`src/rtl/alu_dispatch.sv`:
```
// alu_dispatch: buffers tagged ALU requests in a FIFO, issues them one at a time to the ALU
// and returns the captured result (or a timeout) with its tag over a response handshake.
package warp_pkg;
    localparam int DATA_WIDTH = 32;
    typedef enum logic [3:0] {
        ALU_ADD, ALU_SUB, ALU_MUL, ALU_AND, ALU_OR, ALU_XOR, ALU_SHL, ALU_SHR, ALU_MAD
    } alu_opcode_e;
endpackage

module alu_dispatch #(
    parameter int DATA_WIDTH = warp_pkg::DATA_WIDTH,
    parameter int TAG_WIDTH  = 4,
    parameter int DEPTH      = 4,
    parameter int TIMEOUT    = 255
) (
    input  logic                  clk,
    input  logic                  rst,
    input  logic                  req_valid,
    output logic                  req_ready,
    input  warp_pkg::alu_opcode_e req_opcode,
    input  logic [DATA_WIDTH-1:0] req_op1,
    input  logic [DATA_WIDTH-1:0] req_op2,
    input  logic [DATA_WIDTH-1:0] req_op3,
    input  logic [TAG_WIDTH-1:0]  req_tag,
    output warp_pkg::alu_opcode_e alu_opcode,
    output logic [DATA_WIDTH-1:0] alu_operand1,
    output logic [DATA_WIDTH-1:0] alu_operand2,
    output logic [DATA_WIDTH-1:0] alu_operand3,
    input  logic [DATA_WIDTH-1:0] alu_result,
    input  logic                  alu_overflow,
    input  logic                  alu_ready,
    output logic                  rsp_valid,
    input  logic                  rsp_ready,
    output logic [DATA_WIDTH-1:0] rsp_result,
    output logic                  rsp_overflow,
    output logic                  rsp_timeout,
    output logic [TAG_WIDTH-1:0]  rsp_tag,
    output logic                  busy
);
    localparam int AW = $clog2(DEPTH);

    typedef enum logic [1:0] {IDLE, ISSUE, WAIT, RESP} state_e;

    typedef struct packed {
        warp_pkg::alu_opcode_e opcode;
        logic [DATA_WIDTH-1:0] op1;
        logic [DATA_WIDTH-1:0] op2;
        logic [DATA_WIDTH-1:0] op3;
        logic [TAG_WIDTH-1:0]  tag;
    } entry_t;

    state_e                state_q, state_d;
    entry_t                mem_q [DEPTH];
    entry_t                mem_d [DEPTH];
    entry_t                issue_q, issue_d;
    logic [AW:0]           wr_q, wr_d, rd_q, rd_d;
    logic [7:0]            cnt_q, cnt_d;
    logic [DATA_WIDTH-1:0] res_q, res_d;
    logic                  ovf_q, ovf_d, tmo_q, tmo_d;
    logic                  empty, full, push, pop, expired;

    // Pointer MSB distinguishes full from empty when the index bits match
    always_comb begin
        empty   = wr_q == rd_q;
        full    = (wr_q[AW] != rd_q[AW]) && (wr_q[AW-1:0] == rd_q[AW-1:0]);
        push    = req_valid && !full;
        pop     = state_q == IDLE && !empty;
        expired = !alu_ready && cnt_q == 8'(TIMEOUT);
    end

    always_comb begin
        state_d = state_q;
        case (state_q)
            IDLE:    state_d = empty ? IDLE : ISSUE;
            ISSUE:   state_d = WAIT;
            WAIT:    state_d = (alu_ready || expired) ? RESP : WAIT;
            RESP:    state_d = rsp_ready ? IDLE : RESP;
            default: state_d = IDLE;
        endcase
    end

    always_comb begin
        mem_d = mem_q;
        wr_d  = wr_q + (AW+1)'(push);
        rd_d  = rd_q + (AW+1)'(pop);
        if (push) mem_d[wr_q[AW-1:0]] = '{opcode: req_opcode, op1: req_op1, op2: req_op2, op3: req_op3, tag: req_tag};
        issue_d = pop ? mem_q[rd_q[AW-1:0]] : issue_q;
        cnt_d   = state_q == ISSUE ? 8'd0 : (state_q == WAIT ? cnt_q + 8'd1 : cnt_q);
        res_d   = res_q;
        ovf_d   = ovf_q;
        tmo_d   = tmo_q;
        // A ready ALU wins over an expiring counter in the same cycle
        if (state_q == WAIT && (alu_ready || expired)) begin
            res_d = alu_ready ? alu_result : '0;
            ovf_d = alu_ready && alu_overflow;
            tmo_d = !alu_ready;
        end
    end

    always_ff @(posedge clk) begin
        if (rst) begin
            state_q <= IDLE;
            wr_q    <= '0;
            rd_q    <= '0;
            issue_q <= '0;
            cnt_q   <= '0;
            res_q   <= '0;
            ovf_q   <= 1'b0;
            tmo_q   <= 1'b0;
        end else begin
            state_q <= state_d;
            wr_q    <= wr_d;
            rd_q    <= rd_d;
            issue_q <= issue_d;
            cnt_q   <= cnt_d;
            res_q   <= res_d;
            ovf_q   <= ovf_d;
            tmo_q   <= tmo_d;
        end
    end

    always_ff @(posedge clk) mem_q <= mem_d;

    always_comb begin
        req_ready    = !full;
        rsp_valid    = state_q == RESP;
        busy         = state_q != IDLE || !empty;
        alu_opcode   = issue_q.opcode;
        alu_operand1 = issue_q.op1;
        alu_operand2 = issue_q.op2;
        alu_operand3 = issue_q.op3;
        rsp_tag      = issue_q.tag;
        rsp_result   = res_q;
        rsp_overflow = ovf_q;
        rsp_timeout  = tmo_q;
    end
endmodule

```
`config.mk`:
```
export PLATFORM = sky130hd
export DESIGN_NAME = alu_dispatch
export DESIGN_NICKNAME = d
export VERILOG_FILES = /design/src/rtl/alu_dispatch.sv
export SDC_FILE = /design/constraint.sdc
export NUM_CORES = 1
export LEC_CHECK = 0
export CAP_MARGIN = 30
export CORE_MARGIN = 2
export CORE_UTILIZATION = 50
export CTS_CLUSTER_DIAMETER = 40
export DETAILED_ROUTE_END_ITERATION = 10
export PLACE_DENSITY = 0.76
export SYNTH_ARGS = -nofsm -noshare
export SYNTH_HDL_FRONTEND = slang
export SYNTH_SLANG_ARGS = --single-unit
```
`constraint.sdc`:
```
create_clock -name clk -period 11.3 [get_ports clk]
set_clock_uncertainty 0.1 [all_clocks]
set_input_delay 2.26 -clock clk [delete_from_list [all_inputs] [get_ports clk]]
set_output_delay 2.26 -clock clk [all_outputs]
set_load 0.03 [all_outputs]
```
# After elaboration in Yosys (flattened, before gate mapping)
# Cells that the tools add are included.
# word_totals
regBits	570
output_inout_bits	141
# classes
n_addsub	3
n_lt_le_gt_ge	3
n_eq_ne	7
muxes	11
n_bitwise	2
reduce_logical	15
# op_table
op	n
416-bit bitwise mux	1
104-bit 2-to-1 mux	3
104-bit binary-select mux with 2-bit select	1
104-bit demux with 2-bit select	1
32-bit 2-to-1 mux	1
8-bit by 1-bit adder with 8-bit output, second input constant	1
8-bit equality test, second input constant	1
2-bit one-hot mux with 4 select lines	1
1-bit logical AND	7
3-bit by 1-bit adder with 3-bit output	2
3-bit greater-or-equal comparator, second input constant	2
2-bit NOT with 3-bit output	2
2-bit equality test, second input constant	2
3-bit equality test	1
1-bit logical NOT	3
3-bit by 1-bit < comparator with 1-bit output, second input constant	1
2-bit by 1-bit equality test with 1-bit output, second input constant	1
2-bit equality test	1
2-bit logical NOT	1
1-bit logical OR	2
1-bit 2-to-1 mux	2
2-bit 2-to-1 mux	1
2-bit nonzero test	1
2-bit OR reduction	1
1-bit != test	1

# Depth between registers and ports, before layout
# Gate-level depths: netlist (run 1).
# depth
ltp_word	6
ltp_mapped	11
ltp_nobuf	7

# Worst setup path before layout (run 1)
# Ideal clock, no wire load.
# synth_timing
kind	input to register
from	input req_valid
to	register mem_q[104] (netlist name), enable pin
setup_ps	715
arrival_ps	9957
slack_ps	527
path_stages	2
path_buffers	0
path_cell_list	o31ai_1 nor3b_1
# synth_between
elab_chain_len	1
# synth_lines
item	line_no	text
from (decl)	18	input logic req_valid,
1-bit logical AND	66	push = req_valid && !full;
to (signal assigned)	122	always_ff @(posedge clk) mem_q <= mem_d;
to (decl)	53	entry_t mem_q [DEPTH];
# No other way between the ends.
# A chain may end at the register's enable or synchronous reset.

# Final worst setup path (run 1)
# layout_timing
from	register rd_q[1]
to	output req_ready
# layout_between
elab_chain_len	3
# layout_lines
item	line_no	text
from (decl)	56	logic [AW:0] wr_q, wr_d, rd_q, rd_d;
from (signal assigned)	113	rd_q <= rd_d;
2-bit equality test	65	full = (wr_q[AW] != rd_q[AW]) && (wr_q[AW-1:0] == rd_q[AW-1:0]);
1-bit logical AND	65	
1-bit logical NOT	125	req_ready = !full;
to (decl)	19	output logic req_ready,
# No other way between the ends.

==> flow_summary_export.csv, run 1 <==
group,metric,value,unit
placed_design,post-place-cells,2051,
finish,multi_input_area,5832,µm²
power,power_frac_clock,0.342,
critical_path,critical_path.max_fanout,48,
sta,finalMaxSlewViolations,0,
detailed_routing,vias,11750,
logic_synthesis,count_of_different_cell_masters_after_synthesis,40,
detailed_routing,firstDrtPassIters,5,
placed_design,final_gp_congestion,0.7578,
cts,cts_tree,"built",
power,p_leak,9.502,nW
finish,nets,1691,
detailed_routing,drt-total-wl,44740,µm
placed_design,dp_hpwl,26050,µm
floorplan,top_level_ports,283,
floorplan,floorplan.die_area,45350,µm²
detailed_routing,post-route-drc-count,0,
logic_synthesis,synth_top_flop_cell,"sky130_fd_sc_hd__edfxtp_1",
critical_path,start_kind,"flop",
finish,mostFrequentLayoutCells,"sky130_fd_sc_hd__edfxtp_1 (416), sky130_fd_sc_hd__clkdlybuf4s50_1 (281), sky130_fd_sc_hd__nand2b_1 (211)",
power,share_comb_of_total_power,0.256,
grt,groute.usage.overall,0.2009,
grt,grt_first_pass_wirelength,69080,µm
logic_synthesis,synth.net_count,1394,
grt,number_of_antenna_violations_at_the_first_check_in_global_routing,7,
detailed_routing,detailedRoute.firstIterationViolations,739,
floorplan,rows,76,
sta,worst_pin_slew,1.075,ns
sta,post-route-worst-setup-slack,6.304,ns
cts,ctsResizeCount,0,
power,total_switching_power,0.001944,W
logic_synthesis,synth_seq_cells,570,
finish,fillCellCount,3061,
detailed_routing,antenna_violating_nets_post_route,0,
cts,ctsRootBufferMaster,"sky130_fd_sc_hd__clkbuf_16",
placed_design,placement.io_buffers,282,
cts,setup_buffers_after_cts,0,
logic_synthesis,synth.cell_area,21830,µm²
logic_synthesis,syn-mean-instance-area,17.51,µm²
hold_path,holdCritPathClass,"reg2reg",
grt,globalRoute.totalOverflow,0,
sta,post-route-period-util,0.4421,
critical_path,worstPathRequired,8.94,ns
cts,clkSlewWorstSetupHoldPaths,0.05,ns
finish,layout_commonest_cell,"sky130_fd_sc_hd__edfxtp_1",
finish,post_route_cells_drive_above_1_share,0.1592,
grt,grt_start_max_net_pins,161,
finish,final_standard_cell_count_with_taps_included_and_fillers_excluded,2190,
detailed_routing,post_drt_wl_per_cell,20.43,µm
power,switching_share,0.2909,
critical_path,timing_worst_setup_path_type,"reg2out",
power,powerDensity,241.1,nW/µm²
cts,clk_buf_depth,3,
cts,cts_hold_repair.buffers,0,
critical_path,end_kind,"output pin",
logic_synthesis,netlist.top_cell.by_area,"sky130_fd_sc_hd__edfxtp_1",
floorplan,core_area,43080,µm²
sta,finalSetupViolCount,0,
logic_synthesis,postSynthCellCount,1247,
power,internal-power,0.004740,W
logic_synthesis,netlist_top_cells_area,"sky130_fd_sc_hd__edfxtp_1 (57%), sky130_fd_sc_hd__dfxtp_1 (14%), sky130_fd_sc_hd__mux4_2 (11%), sky130_fd_sc_hd__nand2b_1 (6.0%), sky130_fd_sc_hd__mux2i_1 (4.9%)",
finish,regArea,15580,µm²
logic_synthesis,synth_enable_flop_cells,416,
grt,grt_pass1_vias,12380,
sta,rsz0062_at_grt,"no",
detailed_routing,detail_route.vias_per_cell,5.365,
cts,clock_insertion_delay_worst_skew,0.56,ns
cts,numCtsBuffers,73,
cts,htreeDepth,3,
power,max-vdd-ir-drop,0.1650,mV
critical_path,rrSetupSlack,7.67,ns
sta,period_minus_slack,4.996,ns
sta,fin_setup_tns,0,ns
finish,layout-area-overhead-vs-synth,26.98,%
sta,slew-limit-headroom,0.2824,
logic_synthesis,asyncSetResetFlopFracSynth,0,
critical_path,cp.arrival,2.64,ns
logic_synthesis,sequential_cell_area_fraction_in_the_yosys_report,0.7134,
placed_design,place_worst_setup_slack,6.109,ns
outcome,run_status,"completed",
logic_synthesis,synth_top_area_share,0.5722,
flow_run,max-cap-violations,0,
cts,cts_sinks,570,
finish,final_core_utilization,0.6435,
floorplan,initial_utilization,0.5068,
logic_synthesis,yosysWarningCount,0,
sta,final_hold_viol_count,0,
floorplan,die_h,213.0,µm
floorplan,die_x,213.0,µm
sta,fmaxAchievable,0.2002,GHz
power,power.share.sequential,0.403,
[critical path: stages (launching register included)]
cell and delay, ns:
sky130_fd_sc_hd__dfxtp_4 0.80, sky130_fd_sc_hd__xor2_2 0.24, sky130_fd_sc_hd__or3_1 0.43, sky130_fd_sc_hd__clkdlybuf4s50_1 0.61
[area by class of cell]
type	instances	share of cell area
sequential	570	0.5621
multi-input combinational	589	0.2104
clock buffer	97	0.07447
clock inverter	36	0.01372
timing repair buffer	306	0.1121
antenna	3	0.0002708
inverter	4	0.0005416
tap	585	0.02640
[kinds of logic after synthesis]
logic type	Yosys count	share of synthesized area
AOI/OAI and AO/OA	84	0.02619
xor gates and xnor gates	7	0.003152
adders and majority gates	5	0.002865
buffers and inverters	88	0.02080
DFF	570	0.7134
muxes	210	0.1559
and+or+nand+nor	283	0.07771
[power groups by stage]
stage          Combinational (W)  Clock (W)  Sequential (W)
3_3_place_gp             0.00168          0         0.00273
4_1_cts                  0.00172    0.00233         0.00270
6_report                 0.00171    0.00228         0.00269
2_1_floorplan           0.000851          0         0.00302
3_5_place_dp             0.00171          0         0.00274
5_1_grt                  0.00182    0.00242         0.00272
[routing by layer]
metal / GRT usage / part of all wire
met2: 0.3345 / 0.50
met5: 0 / 0.0014
met1: 0.2585 / 0.42
met3: 0.05221 / 0.058
met4: 0.06535 / 0.019
[worst paths after layout]
check | from | end | depth (start not counted)
worst max-delay path | rd_q[1] | req_ready | 3
worst min-delay path | alu_operand1[16] | alu_operand1[16] | 2
worst max register to register | rd_q[0] | mem_q[96] | 5
worst min register to register | alu_operand1[16] | alu_operand1[16] | 2
[state kept, by name, indices dropped and copies added (netlist names), 2 cells and up]
signal / cells
rsp_tag: 4
alu_operand2: 32
state_q: 2
cnt_q: 8
alu_operand3: 32
rsp_result: 32
rd_q: 3
alu_opcode: 4
mem_q: 416
alu_operand1: 32
wr_q: 3
[through the flow]
stage,hold WS (ns),cell area [µm²],total power [W]
after floorplan,0.3620,21830,0.003867
after global placement,0.3606,25110,0.004408
after detailed placement,0.3656,25190,0.004449
after CTS,0.3747,27640,0.006755
after global routing,0.3919,27720,0.006963
final,0.3698,27720,0.006684
[cell usage after synthesis, drive strengths merged, types with 3 or more instances]
cell,count
edfxtp,416
nand2b,211
dfxtp,154
mux2i,106
mux4,104
clkbuf,49
a21oi,40
nand2,36
buf,35
o311ai,34
ha,5
inv,4
nand3b,4
nor2,4
nor2b,4
nor3b,4
xnor2,4
nand4,3
o21ai,3
o31ai,3
or3,3
xor2,3
(Power assumes the default switching activity.)
==> inputs of run 2 (changes only) <==
==> constraint.sdc (replaced) <==
create_clock -name clk -period 4.3 [get_ports clk]
set_clock_uncertainty 0.1 [all_clocks]
set_input_delay 0.86 -clock clk [delete_from_list [all_inputs] [get_ports clk]]
set_output_delay 0.86 -clock clk [all_outputs]
set_load 0.03 [all_outputs]
==> flow_summary_export.csv, run 2 (synthesis gave the netlist of run 1 again) <==
group,metric,value,unit
flow_run,max-cap-violations,0,
grt,globalRoute.totalOverflow,0,
placed_design,placement.io_buffers,282,
power,powerDensity,630.6,nW/µm²
sta,post-route-period-util,0.7955,
grt,grt_first_pass_wirelength,68290,µm
finish,post_route_cells_drive_above_1_share,0.1598,
sta,finalSetupViolCount,0,
placed_design,post-place-cells,2053,
cts,htreeDepth,3,
critical_path,cpPeakStageDelay,0.68,ns
detailed_routing,detail_route.vias_per_cell,5.402,
finish,layout_commonest_cell,"sky130_fd_sc_hd__edfxtp_1",
cts,cts_sinks,570,
critical_path,cp.arrival,2.46,ns
cts,clkSlewWorstSetupHoldPaths,0.06,ns
detailed_routing,drt-total-wl,44810,µm
cts,setup_buffers_after_cts,0,
critical_path,crit_path_top_delay_cell,"sky130_fd_sc_hd__dfxtp_4",
finish,largest_register_ffs,416,
detailed_routing,post_drt_wl_per_cell,20.47,µm
floorplan,floorplan.die_area,45350,µm²
floorplan,core_area,43080,µm²
sta,finalHoldWorstSlack,0.3742,ns
power,p_leak,9.476,nW
grt,grt_util_met1,0.2581,
outcome,run_status,"completed",
floorplan,die_x,213.0,µm
cts,numCtsBuffers,73,
grt,grt_busiest_layer,"met2",
cts,ctsRootBufferMaster,"sky130_fd_sc_hd__clkbuf_16",
placed_design,place_worst_setup_slack,1.198,ns
hold_path,worstHoldStart,"alu_operand3[6]",
critical_path,startpoint,"rd_q[1]",
cts,cts_tree,"built",
critical_path,path_cells,"xor2_2 -> or3_1 -> clkdlybuf4s50_1",
floorplan,initial_utilization,0.5068,
floorplan,rows,76,
grt,met3_usage,0.04398,
floorplan,die_h,213.0,µm
placed_design,dp_hpwl,26040,µm
finish,largest-register,"mem_q",
critical_path,critPathBufInv,1,
detailed_routing,detailedRoute.firstIterationViolations,782,
sta,rsz0062_at_grt,"no",
placed_design,final_gp_congestion,0.7582,
cts,clock_insertion_delay_worst_skew,0.58,ns
finish,layout-area-overhead-vs-synth,27.07,%
sta,finalMaxSlewViolations,0,
finish,final_core_utilization,0.6440,
cts,clk_buf_depth,3,
grt,number_of_antenna_violations_at_the_first_check_in_global_routing,4,
detailed_routing,vias,11820,
hold_path,holdCritPathClass,"reg2reg",
sta,post-route-worst-setup-slack,0.8792,ns
critical_path,critical_path.max_fanout,34,
grt,grt_start_max_net_pins,106,
sta,final_hold_viol_count,0,
cts,cts_hold_repair.buffers,0,
finish,mostFrequentLayoutCells,"sky130_fd_sc_hd__edfxtp_1 (416), sky130_fd_sc_hd__clkdlybuf4s50_1 (281), sky130_fd_sc_hd__nand2b_1 (211)",
grt,groute.usage.overall,0.1995,
grt,groute.layer.met2.usage,0.3334,
finish,nets,1690,
sta,worst_pin_slew,1.047,ns
critical_path,start_kind,"flop",
critical_path,timing_worst_setup_path_type,"reg2out",
sta,slew-limit-headroom,0.3009,
floorplan,top_level_ports,283,
critical_path,worst_r2r_startpoint,"rd_q[1]",
detailed_routing,antenna_violating_nets_post_route,0,
critical_path,end_kind,"output pin",
grt,grt_pass1_vias,12240,
critical_path,worst_path_dominant_cell_family,"flip-flops",
cts,ctsResizeCount,0,
sta,fmaxAchievable,0.2923,GHz
critical_path,worstPathRequired,3.34,ns
detailed_routing,post-route-drc-count,0,
finish,final_standard_cell_count_with_taps_included_and_fillers_excluded,2189,
power,max-vdd-ir-drop,0.6698,mV
sta,period_minus_slack,3.421,ns
detailed_routing,firstDrtPassIters,5,
==> run 2: cell count changes in the layout (fill, tap and decap cells not counted), moves of 2 or more <==
cell / change
sky130_fd_sc_hd__nor3b_4: +2
sky130_fd_sc_hd__inv_4: -3
sky130_fd_sc_hd__clkinv_4: -3
sky130_fd_sc_hd__nor3b_2: -2
sky130_fd_sc_hd__clkbuf_1: -2
sky130_fd_sc_hd__buf_12: +5
sky130_fd_sc_hd__clkbuf_8: +4
sky130_fd_sc_hd__inv_8: +4
sky130_fd_sc_hd__clkinvlp_4: +5
sky130_fd_sc_hd__buf_4: -4
sky130_fd_sc_hd__clkbuf_16: -2
sky130_fd_sc_hd__buf_16: -2
==> run 2: path summary, 6_finish.rpt <==
check                    end  slack, ns  depth (start not counted)
max                req_ready       0.88                          3
min          alu_operand3[6]       0.37                          2
max reg2reg       mem_q[385]       1.57                          5
min reg2reg  alu_operand3[6]       0.37                          2
==> run 2: where the power goes <==
group / leakage [nW] / internal (W) / switching (W) / total, W
sequential: 5.08 / 0.00661 / 0.000383 / 0.00699
clock: 1.18 / 0.00367 / 0.00230 / 0.00597
combinational: 3.21 / 0.00209 / 0.00244 / 0.00453
total: 9.48 / 0.0124 / 0.00512 / 0.0175
==> run 2: stage by stage <==
| step | total power (W) | area (µm²) | TNS, ns |
|---|---|---|---|
| floorplan | 0.01013 | 21870 | -1.553 |
| global placement | 0.01159 | 25230 | 0 |
| detailed placement | 0.01168 | 25300 | 0 |
| CTS | 0.01771 | 27740 | 0 |
| global route | 0.01822 | 27740 | 0 |
| finish | 0.01749 | 27740 | 0 |
==> run 2: layout make-up <==
cell class,count,area [µm²]
diodes,2,5.005
clock buffers,97,2062
clock inverters,37,377.9
fillers,3004,15330
inverters,4,15.01
multi-input cells,589,5851
flip-flops and latches,570,15580
well taps,585,732.0
repair buffers,305,3117
==> run 2: tightest hold or removal path, cell delays in order (launching register included) <==
cell	delay [ns]
sky130_fd_sc_hd__dfxtp_1	0.31
sky130_fd_sc_hd__nand2b_1	0.06
sky130_fd_sc_hd__mux2i_1	0.06
==> run 2: routing by layer <==
| layer | vias to the layer above | share of wire | wire (µm) |
|---|---|---|---|
| li1 | 5393 | - | - |
| met1 | 6044 | 0.42 | 18780 |
| met2 | 298 | 0.50 | 22600 |
| met3 | 83 | 0.051 | 2287 |
| met4 | 6 | 0.024 | 1097 |
| met5 | - | 0.0010 | 46 |
==> inputs of run 3 (changes only) <==
--- a/config.mk
+++ b/config.mk
@@ -7,10 +7,10 @@
 export LEC_CHECK = 0
 export CAP_MARGIN = 30
 export CORE_MARGIN = 2
-export CORE_UTILIZATION = 50
+export CORE_UTILIZATION = 55
 export CTS_CLUSTER_DIAMETER = 40
 export DETAILED_ROUTE_END_ITERATION = 10
-export PLACE_DENSITY = 0.76
+export PLACE_DENSITY = 0.8
 export SYNTH_ARGS = -nofsm -noshare
 export SYNTH_HDL_FRONTEND = slang
 export SYNTH_SLANG_ARGS = --single-unit
==> constraint.sdc (replaced) <==
create_clock -name clk -period 3.4 [get_ports clk]
set_clock_uncertainty 0.1 [all_clocks]
set_input_delay 0.68 -clock clk [delete_from_list [all_inputs] [get_ports clk]]
set_output_delay 0.68 -clock clk [all_outputs]
set_load 0.03 [all_outputs]
==> flow_summary_export.csv, run 3 (synthesis gave the netlist of run 1 again) <==
group,metric,value,unit
outcome,run_status,"completed",
floorplan,core_area,38920,µm²
power,powerDensity,794.6,nW/µm²
cts,numCtsBuffers,70,
power,p_leak,9.420,nW
placed_design,post-place-cells,1984,
sta,fmaxAchievable,0.3381,GHz
placed_design,final_gp_congestion,0.7623,
cts,clock_insertion_delay_worst_skew,0.57,ns
cts,setup_buffers_after_cts,0,
hold_path,hold-path-cell-count,2,
cts,htreeDepth,3,
sta,worst_pin_slew,1.030,ns
finish,nets,1685,
cts,ctsRootBufferMaster,"sky130_fd_sc_hd__clkbuf_16",
critical_path,cp.arrival,2.18,ns
power,post-layout-total-power,0.02192,W
finish,layout_commonest_cell,"sky130_fd_sc_hd__edfxtp_1",
cts,cts_hold_repair.buffers,0,
detailed_routing,antenna_violating_nets_post_route,0,
cts,clkSlewWorstSetupHoldPaths,0.06,ns
finish,mostFrequentLayoutCells,"sky130_fd_sc_hd__edfxtp_1 (416), sky130_fd_sc_hd__clkdlybuf4s50_1 (281), sky130_fd_sc_hd__nand2b_1 (211)",
sta,post-route-period-util,0.8700,
detailed_routing,detailedRoute.firstIterationViolations,710,
finish,post_route_cells_drive_above_1_share,0.1587,
floorplan,die_x,203.2,µm
critical_path,worstPathRequired,2.62,ns
hold_path,holdCritPathClass,"reg2reg",
sta,rsz0062_at_grt,"no",
power,max-vdd-ir-drop,0.6028,mV
critical_path,end_kind,"output pin",
placed_design,placement.io_buffers,282,
placed_design,dp_hpwl,25140,µm
critical_path,worstRegToRegCells,5,
critical_path,timing_worst_setup_path_type,"reg2out",
grt,groute.usage.overall,0.2234,
critical_path,start_kind,"flop",
sta,final_hold_viol_count,0,
grt,grt_first_pass_wirelength,70610,µm
detailed_routing,post-route-drc-count,0,
finish,final_standard_cell_count_with_taps_included_and_fillers_excluded,2113,
finish,final_core_utilization,0.7088,
detailed_routing,post_drt_wl_per_cell,21.14,µm
cts,cts_sinks,570,
grt,number_of_antenna_violations_at_the_first_check_in_global_routing,2,
floorplan,initial_utilization,0.5610,
detailed_routing,drt-total-wl,44670,µm
critical_path,critical_path.max_fanout,6,
finish,layout-area-overhead-vs-synth,26.35,%
cts,clk_buf_depth,3,
sta,finalSetupViolCount,0,
grt,grt_pass1_vias,12500,
cts,ctsResizeCount,0,
floorplan,die_h,203.2,µm
cts,cts_tree,"built",
flow_run,max-cap-violations,0,
finish,largest-register,"mem_q",
grt,grt_start_max_net_pins,135,
detailed_routing,vias,11820,
floorplan,top_level_ports,283,
sta,slew-limit-headroom,0.3127,
sta,finalMaxSlewViolations,0,
sta,period_minus_slack,2.958,ns
finish,largest_register_ffs,416,
grt,globalRoute.totalOverflow,0,
floorplan,floorplan.die_area,41300,µm²
floorplan,rows,72,
detailed_routing,detail_route.vias_per_cell,5.594,
detailed_routing,firstDrtPassIters,7,
run 3: worst paths after layout:
kind	start	end	slack (ns)
worst max-delay path	wr_q[1]	req_ready	0.44
worst min-delay path	alu_operand2[20]	alu_operand2[20]	0.37
worst max register to register	cnt_q[0]	rsp_result[10]	0.85
worst min register to register	alu_operand2[20]	alu_operand2[20]	0.37
run 3: critical path, cell delays in order, from the launching register on:
cell and delay, ns:
sky130_fd_sc_hd__dfxtp_4 0.39, sky130_fd_sc_hd__xor2_4 0.22, sky130_fd_sc_hd__or3_1 0.39, sky130_fd_sc_hd__clkdlybuf4s50_1 0.60
run 3: final cells by class:
| type | count | area [µm²] |
|---|---|---|
| sequential | 570 | 15590 |
| timing repair buffer | 303 | 3119 |
| fill | 2491 | 11330 |
| clock buffer | 84 | 1846 |
| multi-input combinational | 589 | 5894 |
| tap | 518 | 648.1 |
| antenna | 1 | 2.502 |
| inverter | 4 | 15.01 |
| clock inverter | 44 | 470.5 |
run 3: per-layer routing:
layer,global-route usage,wire [µm]
met2,0.3803,22870
met1,0.2937,18320
met3,0.04187,2508
met4,0.07039,952
met5,0,14
run 3: power by group:
| part | internal [W] | switching (W) |
|---|---|---|
| Clock | 0.00441 | 0.00288 |
| Combinational | 0.00264 | 0.00313 |
| Sequential | 0.00836 | 0.000488 |
| Total | 0.0154 | 0.00650 |
run 3: stage by stage:
step                      worst slack [ns]  setup TNS [ns]  area [µm²]  hold WS, ns
after CTS                           0.4050               0       27580       0.3758
after global placement              0.8252               0       25270       0.3599
after global routing                0.3900               0       27590       0.3965
final                               0.4421               0       27590       0.3711
after detailed placement            0.8296               0       25270       0.3661
after floorplan                    -0.6312         -167.69       21930       0.3620
